--- src/rtl/multi_edge2en.sv ---
// rtl/multi_edge2en.sv - multi-channel synchronized, debounced edge-to-enable converter
// Each channel: sync chain -> debounce filter -> edge detect -> masked event -> sticky pending flag.
module multi_edge2en #(
  parameter int CH       = 4,
  parameter int SYNC_STG = 2,
  parameter int DB_CYC   = 4
) (
  input  logic          clk,
  input  logic          rst,
  input  logic [CH-1:0] in,
  input  logic [CH-1:0] rise_en,
  input  logic [CH-1:0] fall_en,
  input  logic [CH-1:0] clr,
  output logic [CH-1:0] out,
  output logic [CH-1:0] rising,
  output logic [CH-1:0] falling,
  output logic [CH-1:0] evt,
  output logic [CH-1:0] pend,
  output logic          irq
);

  localparam int CW_RAW = $clog2(DB_CYC + 1);
  localparam int CW     = (CW_RAW < 1) ? 1 : CW_RAW;
  localparam logic [CW-1:0] CNT_LAST = CW'(DB_CYC - 1);

  logic [CH-1:0] sync;

  generate
    if (SYNC_STG == 0) begin : g_nosync
      assign sync = in;
    end else begin : g_sync
      logic [CH-1:0] dly_q [SYNC_STG];

      always_ff @(posedge clk) begin
        if (rst) begin
          for (int i = 0; i < SYNC_STG; i++) dly_q[i] <= '0;
        end else begin
          dly_q[0] <= in;
          for (int i = 1; i < SYNC_STG; i++) dly_q[i] <= dly_q[i-1];
        end
      end

      assign sync = dly_q[SYNC_STG-1];
    end
  endgenerate

  logic [CH-1:0] q_q, q_d;
  logic [CH-1:0] q_dly_q;
  logic [CH-1:0] pend_q, pend_d;
  logic [CW-1:0] cnt_q [CH];
  logic [CW-1:0] cnt_d [CH];

  // A differing level must survive DB_CYC consecutive samples; any match restarts the count.
  always_comb begin
    q_d = q_q;
    for (int c = 0; c < CH; c++) begin
      cnt_d[c] = '0;
      if (sync[c] != q_q[c]) begin
        if (cnt_q[c] == CNT_LAST) begin
          q_d[c] = sync[c];
        end else begin
          cnt_d[c] = cnt_q[c] + CW'(1);
        end
      end
    end
  end

  assign rising  = q_q & ~q_dly_q;
  assign falling = ~q_q & q_dly_q;
  assign evt     = (rising & rise_en) | (falling & fall_en);
  assign pend_d  = (pend_q & ~clr) | evt;

  always_ff @(posedge clk) begin
    if (rst) begin
      q_q     <= '0;
      q_dly_q <= '0;
      pend_q  <= '0;
      for (int c = 0; c < CH; c++) cnt_q[c] <= '0;
    end else begin
      q_q     <= q_d;
      q_dly_q <= q_q;
      pend_q  <= pend_d;
      for (int c = 0; c < CH; c++) cnt_q[c] <= cnt_d[c];
    end
  end

  assign out  = q_q;
  assign pend = pend_q;
  assign irq  = |pend_q;

endmodule
--- config.mk ---
export PLATFORM = sky130hd
export DESIGN_NAME = multi_edge2en
export DESIGN_NICKNAME = d
export VERILOG_FILES = /design/src/rtl/multi_edge2en.sv
export SDC_FILE = /design/constraint.sdc
export NUM_CORES = 1
export LEC_CHECK = 0
export CORE_UTILIZATION = 40
export DETAILED_ROUTE_END_ITERATION = 7
export PLACE_DENSITY = 0.73
export SYNTH_ARGS = -nofsm -noshare
export SYNTH_HDL_FRONTEND = slang
export SYNTH_SLANG_ARGS = --single-unit
--- constraint.sdc ---
create_clock -name clk -period 1.09 [get_ports clk]
set_input_delay 0.218 -clock clk [delete_from_list [all_inputs] [get_ports clk]]
set_output_delay 0.218 -clock clk [all_outputs]
set_load 0.01 [all_outputs]
Word level (Yosys, flattened, before mapping):

Memories as Yosys holds them, arrays and structs flattened.
Index checks and enable logic that the tools add are counted.
W data, S select, Z words.

* bits in registers: 12
* memory bits (writable): 20
* input bits: 18
* output and inout bits: 21
* logic and storage cells: 58
* memories: 2

* $add $sub $neg: 4
* equal/unequal tests: 8
* mux-type cells: 17
* bitwise operators: 16
* reductions and logical operators: 5

Memory list
* cnt_q: depth 4, width 3, read ports 4, clocked after memory_dff 0, write ports 4, RTL line 50 `logic [CW-1:0] cnt_q [CH];`
* g_sync.dly_q: depth 2, width 4, read ports 2, clocked after memory_dff 0, write ports 2, RTL line 32 `logic [CH-1:0] dly_q [SYNC_STG];`

Operators with widths (count)
* $mux W3: 12
* $and A4 B4 Y4: 5
* $add A3 B1 Y3 const B: 4
* $eq A3 B2 Y1 const B: 4
* $not A4 Y4: 3
* $mux W4: 2
* $or A4 B4 Y4: 2
* $reduce_and A2 Y1: 4
* $or A1 B1 Y1: 6
* $ne A1 B1 Y1: 4
* $reduce_or A4 Y1: 1
* $mux W1: 3

Longest topological paths before layout:

Gate-level depths: netlist (run 1).

* word-level depth: 5
* depth in mapped cells: 4
* mapped depth without buffers: 4

Least setup slack after synthesis (run 1):

No wires, ideal clock.

* path type: flip-flop to output port
* start: reg pend_q[2] (netlist: pend[2])
* end: out irq
* data arrival time: 902 ps
* data required time: 872 ps
* path slack: -30 ps
* stages on the path, launching flop included: 2
* buffers on the path: 0
* cells stage by stage: dfxtp_1 -> or4_1

* word-level cells in the longest chain between the ends: 1

RTL lines
* start, declared: RTL line 49 `logic [CH-1:0] pend_q, pend_d;`
* start signal, assigned: RTL line 82 `pend_q <= pend_d;`
* $reduce_or A4 Y1: RTL line 89 `assign irq = |pend_q;`
* end, declared: RTL line 19 `output logic irq`

No other way between the ends.

Worst setup path in the final report (run 1):

* start: reg pend_q[1] (netlist: pend[1])
* end: out irq

Same word-level chain as after synthesis.

==> flow_summary.toml, run 1 <==
[run_status]
outcome = "finished, violations left"
violations = "DRC, setup timing"

[cells_and_area]
design_area_sq_um = 2200
finish.utilization_pct = 77.7
antennaDiodeCount = 0
drive_above_1_share_pct = 53.3
nets = 210
areaGrowthSynthToFinish_pct = 78.1
stdcell_count = 215
layout_commonest_cell = "buf_6"
mostFrequentLayoutCells = "buf_6 (21), buf_4 (18), clkdlybuf4s50_1 (17)"

[clock_tree]
clockBufferDepth = 2
clock_latency_ns = 0.33
cts_buffers = 5
clk_pin_slew_ns = 0.10
tritoncts = "done"
clock-root-buffer = "clkbuf_4"
cts_sinks = 32
h-tree-depth = 2
cts_hold_buffers = 0

[timing]
slew_headroom_pct = 76.2
hold_violations = 0
period_needed_ns = 1.55
slew_viol_final = 0
grt_setup_unrepaired = "yes"
setup_tns_ns = -3.28
fin_crit_sh_pct = 142
maxClockFrequency_ghz = 0.645
worst_slew_pin_slew_ns = 0.354
fin_skew_ns = 0.0131
worst_slack_ns = -0.460
setup_viol = 23

[yosys]
ys_seq_area_share_pct = 51.9
syn_area_per_cell_sq_um = 11.0
ys_types = 17
synth_seq_cells = 32
yosysWarnings = 0
synthesis.area_sq_um = 1230
synth_nets = 138
syn_inst = 112

[grt]
grt_start_max_net_pins = 23
grt_pass1_vias = 1103
grt_pass1_wl_microns = 4550
track_usage_pct = 18.7
overflow = 0
grt_antenna_before_repair = 0

[routing]
drcViolationCount = 3
routed_via_density = 5.06
drtPass1Iterations = 6
avgRoutedWirePerCell_microns = 14.2
num_vias = 1087
drtAntennaViolNets = 0
dr.first_iter.drc_count = 22
routed_wl_microns = 3050

[floorplanning]
ios = 39
coreArea_sq_um = 2830
start_util_pct = 43.6
die_area_sq_um = 3310
fp.dieH_microns = 57.5
fp-row-count = 19
dieWidth_microns = 57.5

[setup_path]
startpoint_type = "register"
reg2reg_depth = 5
required_ns = 0.87
arrival_ns = 1.33
path_class = "reg2out"
cp-end-kind = "output port"
worstPathMaxFanout = 2

[power]
ir_worst_vdd_uv = 728
powerDensity_nw_per_um2 = 942
p_leak_nw = 0.886

[worst_hold_path]
hold_depth = 2
hp-class = "in2reg"

[placed_design]
gp_congestion = 0.691
pre_cts_ws_ns = -0.532
placed_cells = 196
place_area_sq_um = 1790
io_buffer_count = 38
dp_hpwl_microns = 1810

[job]
drv_cap = 0
cells in the mapped netlist:
cell | count | area share, %
nand3b_1 | 8 | 4.9
buf_2 | 1 | 0.41
or4_1 | 1 | 0.61
nor4b_2 | 4 | 4.9
ha_1 | 8 | 8.1
clkbuf_1 | 2 | 0.61
dfxtp_1 | 32 | 52
nand2b_1 | 4 | 2.0
and2b_1 | 6 | 3.7
nor2_1 | 4 | 1.2
inv_1 | 4 | 1.2
nor4_1 | 8 | 4.1
xnor2_1 | 4 | 2.8
nor2b_1 | 14 | 7.1
nand2_1 | 4 | 1.2
a31oi_1 | 4 | 2.0
mux2i_1 | 4 | 3.2
per-stage QoR:
step / power (W) / hold WS, ns
3_3_place_gp: 0.00133 / 0.415
5_1_grt: 0.00215 / 0.432
2_1_floorplan: 0.00126 / 0.290
6_report: 0.00207 / 0.437
4_1_cts: 0.00207 / 0.414
3_5_place_dp: 0.00134 / 0.426
path summary, 6_finish.rpt:
check	from	endpoint	slack (ns)
setup / recovery	pend[1]	irq	-0.46
hold / removal	in[1]	g_sync.dly_q[0][1]	0.44
setup reg to reg	out[1]	cnt_q[1][0]	-0.10
hold reg to reg	g_sync.dly_q[0][0]	g_sync.dly_q[0][4]	0.45
cells by family after synthesis:
kind of cell	after synthesis	synth area share, %
xor gates and xnor gates	4	2.84
adders and majority gates	8	8.11
AOI/OAI and AO/OA	4	2.03
and+or+nand+nor	53	29.6
DFF	32	51.9
buffers and inverters	7	2.23
muxes	4	3.25
worst max-delay path: stages (launching register included):
cell     delay [ns]
dfxtp_1        0.33
or4_4          0.53
buf_6          0.14
routing by layer:
metal,vias up,track usage [%],wire (microns)
li1,534,-,-
met1,501,19.7,1160
met4,0,9.41,126
met2,40,34.1,1590
met3,12,4.76,178
met5,-,0,0
cell type report:
| type | instances | area [sq um] |
|---|---|---|
| clock buffers | 7 | 65.1 |
| flip-flops and latches | 32 | 672 |
| inverters | 4 | 15.0 |
| multi-input cells | 73 | 786 |
| well taps | 31 | 38.8 |
| repair buffers | 68 | 621 |
| fillers | 176 | 632 |
power by group:
group	internal [W]	switching, W	leakage, nW
Clock	0.000366	0.000380	0.0374
Sequential	0.00118	0.0000137	0.269
Combinational	0.0000899	0.0000446	0.579
Total	0.00163	0.000438	0.886
sequential cells by signal (all words and copies together) (netlist names):
register,count
cnt_q,12
g_sync.dly_q,8
out,4
pend,4
q_dly_q,4
what timing repair did:
action,in CTS,in global routing
setup buffers,15,5
pin swaps,10,11
resized for setup,126,30
endpoints found under the setup margin,34,35
hold endpoints to repair,0,0
(Power assumes the default switching activity.)
==> run 2, diff against run 1 <==
--- a/config.mk
+++ b/config.mk
@@ -5,9 +5,9 @@
 export SDC_FILE = /design/constraint.sdc
 export NUM_CORES = 1
 export LEC_CHECK = 0
-export CORE_UTILIZATION = 40
+export CORE_UTILIZATION = 35
 export DETAILED_ROUTE_END_ITERATION = 7
-export PLACE_DENSITY = 0.73
+export PLACE_DENSITY = 0.66
 export SYNTH_ARGS = -nofsm -noshare
 export SYNTH_HDL_FRONTEND = slang
 export SYNTH_SLANG_ARGS = --single-unit
==> run 2 against run 1 <==
The run ends with setup timing left. Via count down 0.92%. Combinational power about the same. Clock skew down 0.0075 ns. Cell count up 9.3%. Non-clock buffer count increased by 7. Die area increased by 14%. Sequential share of layout area shrank 1.3 points. Wire length fell by 4.7%. Count of clock-buffer cells in the layout decreased by 2. Critical path type unchanged. Largest power group unchanged.
==> flow_summary.toml, run 2 (synthesized netlist as in run 1, its figures left out) <==
[timing]
slew_headroom_pct = 82.4
period_needed_ns = 1.53
hold_violations = 0
holdWs_ns = 0.440
setup_tns_ns = -3.65
slew_viol_final = 0
grt_setup_unrepaired = "yes"
worst_slack_ns = -0.438
fin_crit_sh_pct = 140
setup_viol = 21
maxClockFrequency_ghz = 0.654
fin_skew_ns = 0.00562
worst_slew_pin_slew_ns = 0.264

[clock_tree]
clock-root-buffer = "clkbuf_4"
tritoncts = "done"
cts_sinks = 32
clockBufferDepth = 2
clock_latency_ns = 0.33
cts_buffers = 5
clk_pin_slew_ns = 0.08
h-tree-depth = 2

[routing]
num_vias = 1077
dr.first_iter.drc_count = 15
drtPass1Iterations = 3
drcViolationCount = 0
routed_via_density = 4.58
routed_wl_microns = 2910
drtAntennaViolNets = 0
avgRoutedWirePerCell_microns = 12.4

[grt]
grt_pass1_vias = 991
track_usage_pct = 16.3
grt_start_max_net_pins = 33
grt_pass1_wl_microns = 4290
grt_antenna_before_repair = 0
overflow = 0

[setup_path]
critical_path.max_stage_delay_ns = 0.52
path_cells = "or4_4 -> buf_6"
arrival_ns = 1.31
path_class = "reg2out"
reg2reg_depth = 5
crit_buf_inv = 1
required_ns = 0.87
path_delay_family = "simple AND/OR/NAND/NOR gates"
worst-path-stages = 2
crit_slowest_cell = "or4_4"
startpoint_type = "register"
worstPathMaxFanout = 2
cp-end-kind = "output port"

[run_status]
outcome = "finished, violations left"
violations = "setup timing"

[floorplanning]
die_area_sq_um = 3770
fp.dieH_microns = 61.4
ios = 39
start_util_pct = 36.7
fp-row-count = 21
dieWidth_microns = 61.4
coreArea_sq_um = 3360

[cells_and_area]
design_area_sq_um = 2300
antennaDiodeCount = 0
reg.largest.list = "cnt_q x12, g_sync.dly_q x8"
nFillCells = 264
finish.utilization_pct = 68.3
mostFrequentLayoutCells = "buf_6 (29), clkdlybuf4s50_1 (17), buf_4 (17)"
largest_reg_flops = 12
ff_latch_area_sq_um = 673
multi_input_area_sq_um = 815
layout_commonest_cell = "buf_6"
stdcell_count = 235
regMostFlops = "cnt_q"
drive_above_1_share_pct = 57.1
nets = 217
areaGrowthSynthToFinish_pct = 86.2

[placed_design]
gp_congestion = 0.652
place_area_sq_um = 1800
io_buffer_count = 38
dp_hpwl_microns = 1760
placed_cells = 210

[job]
drv_cap = 0

[power]
powerDensity_nw_per_um2 = 823
p_leak_nw = 0.915
ir_worst_vdd_uv = 593

[worst_hold_path]
hold_depth = 1
hp-class = "reg2reg"
-- run 2: stage by stage --
stage                     setup slack [ns]  power (W)
after floorplan                    0.00972    0.00126
after global placement              -0.509    0.00133
after detailed placement            -0.520    0.00134
after CTS                           -0.442    0.00188
after global routing                -0.484    0.00200
final                               -0.438    0.00189
-- run 2: where the power goes --
| part | switching, W | leakage [nW] | internal, W | total (W) |
|---|---|---|---|---|
| sequential | 0.0000147 | 0.270 | 0.00118 | 0.00119 |
| combinational | 0.0000461 | 0.622 | 0.0000904 | 0.000137 |
| clock | 0.000348 | 0.0230 | 0.000215 | 0.000563 |
| total | 0.000409 | 0.915 | 0.00148 | 0.00189 |
-- run 2: metal layers --
| metal | track usage [%] | share of wire [%] | up-vias |
|---|---|---|---|
| li1 | - | - | 546 |
| met1 | 18.4 | 41 | 502 |
| met2 | 26.4 | 51 | 23 |
| met3 | 7.77 | 5.4 | 6 |
| met4 | 6.67 | 1.7 | 0 |
| met5 | 0 | 0 | - |
-- run 2: area by class of cell --
cell class | count | area share (%)
Clock buffer | 5 | 1.63
Inverter | 4 | 0.654
Multi-Input combinational cell | 73 | 35.5
Sequential cell | 32 | 29.3
Tap cell | 46 | 2.51
Timing Repair Buffer | 75 | 30.4
-- run 2: path summary, 6_finish.rpt --
path / slack, ns / endpoint / startpoint
min reg2reg: 0.44 / g_sync.dly_q[0][4] / g_sync.dly_q[0][0]
max: -0.44 / irq / pend[0]
min: 0.44 / g_sync.dly_q[0][4] / g_sync.dly_q[0][0]
max reg2reg: -0.08 / cnt_q[2][1] / out[2]
-- run 2: what timing repair did --
action | in CTS | in global routing
setup buffers | 13 | 10
gates resized for setup | 130 | 43
gates cloned | 0 | 0
pin swaps | 7 | 12
hold buffers | 0 | 0
endpoints found under the setup margin | 33 | 35
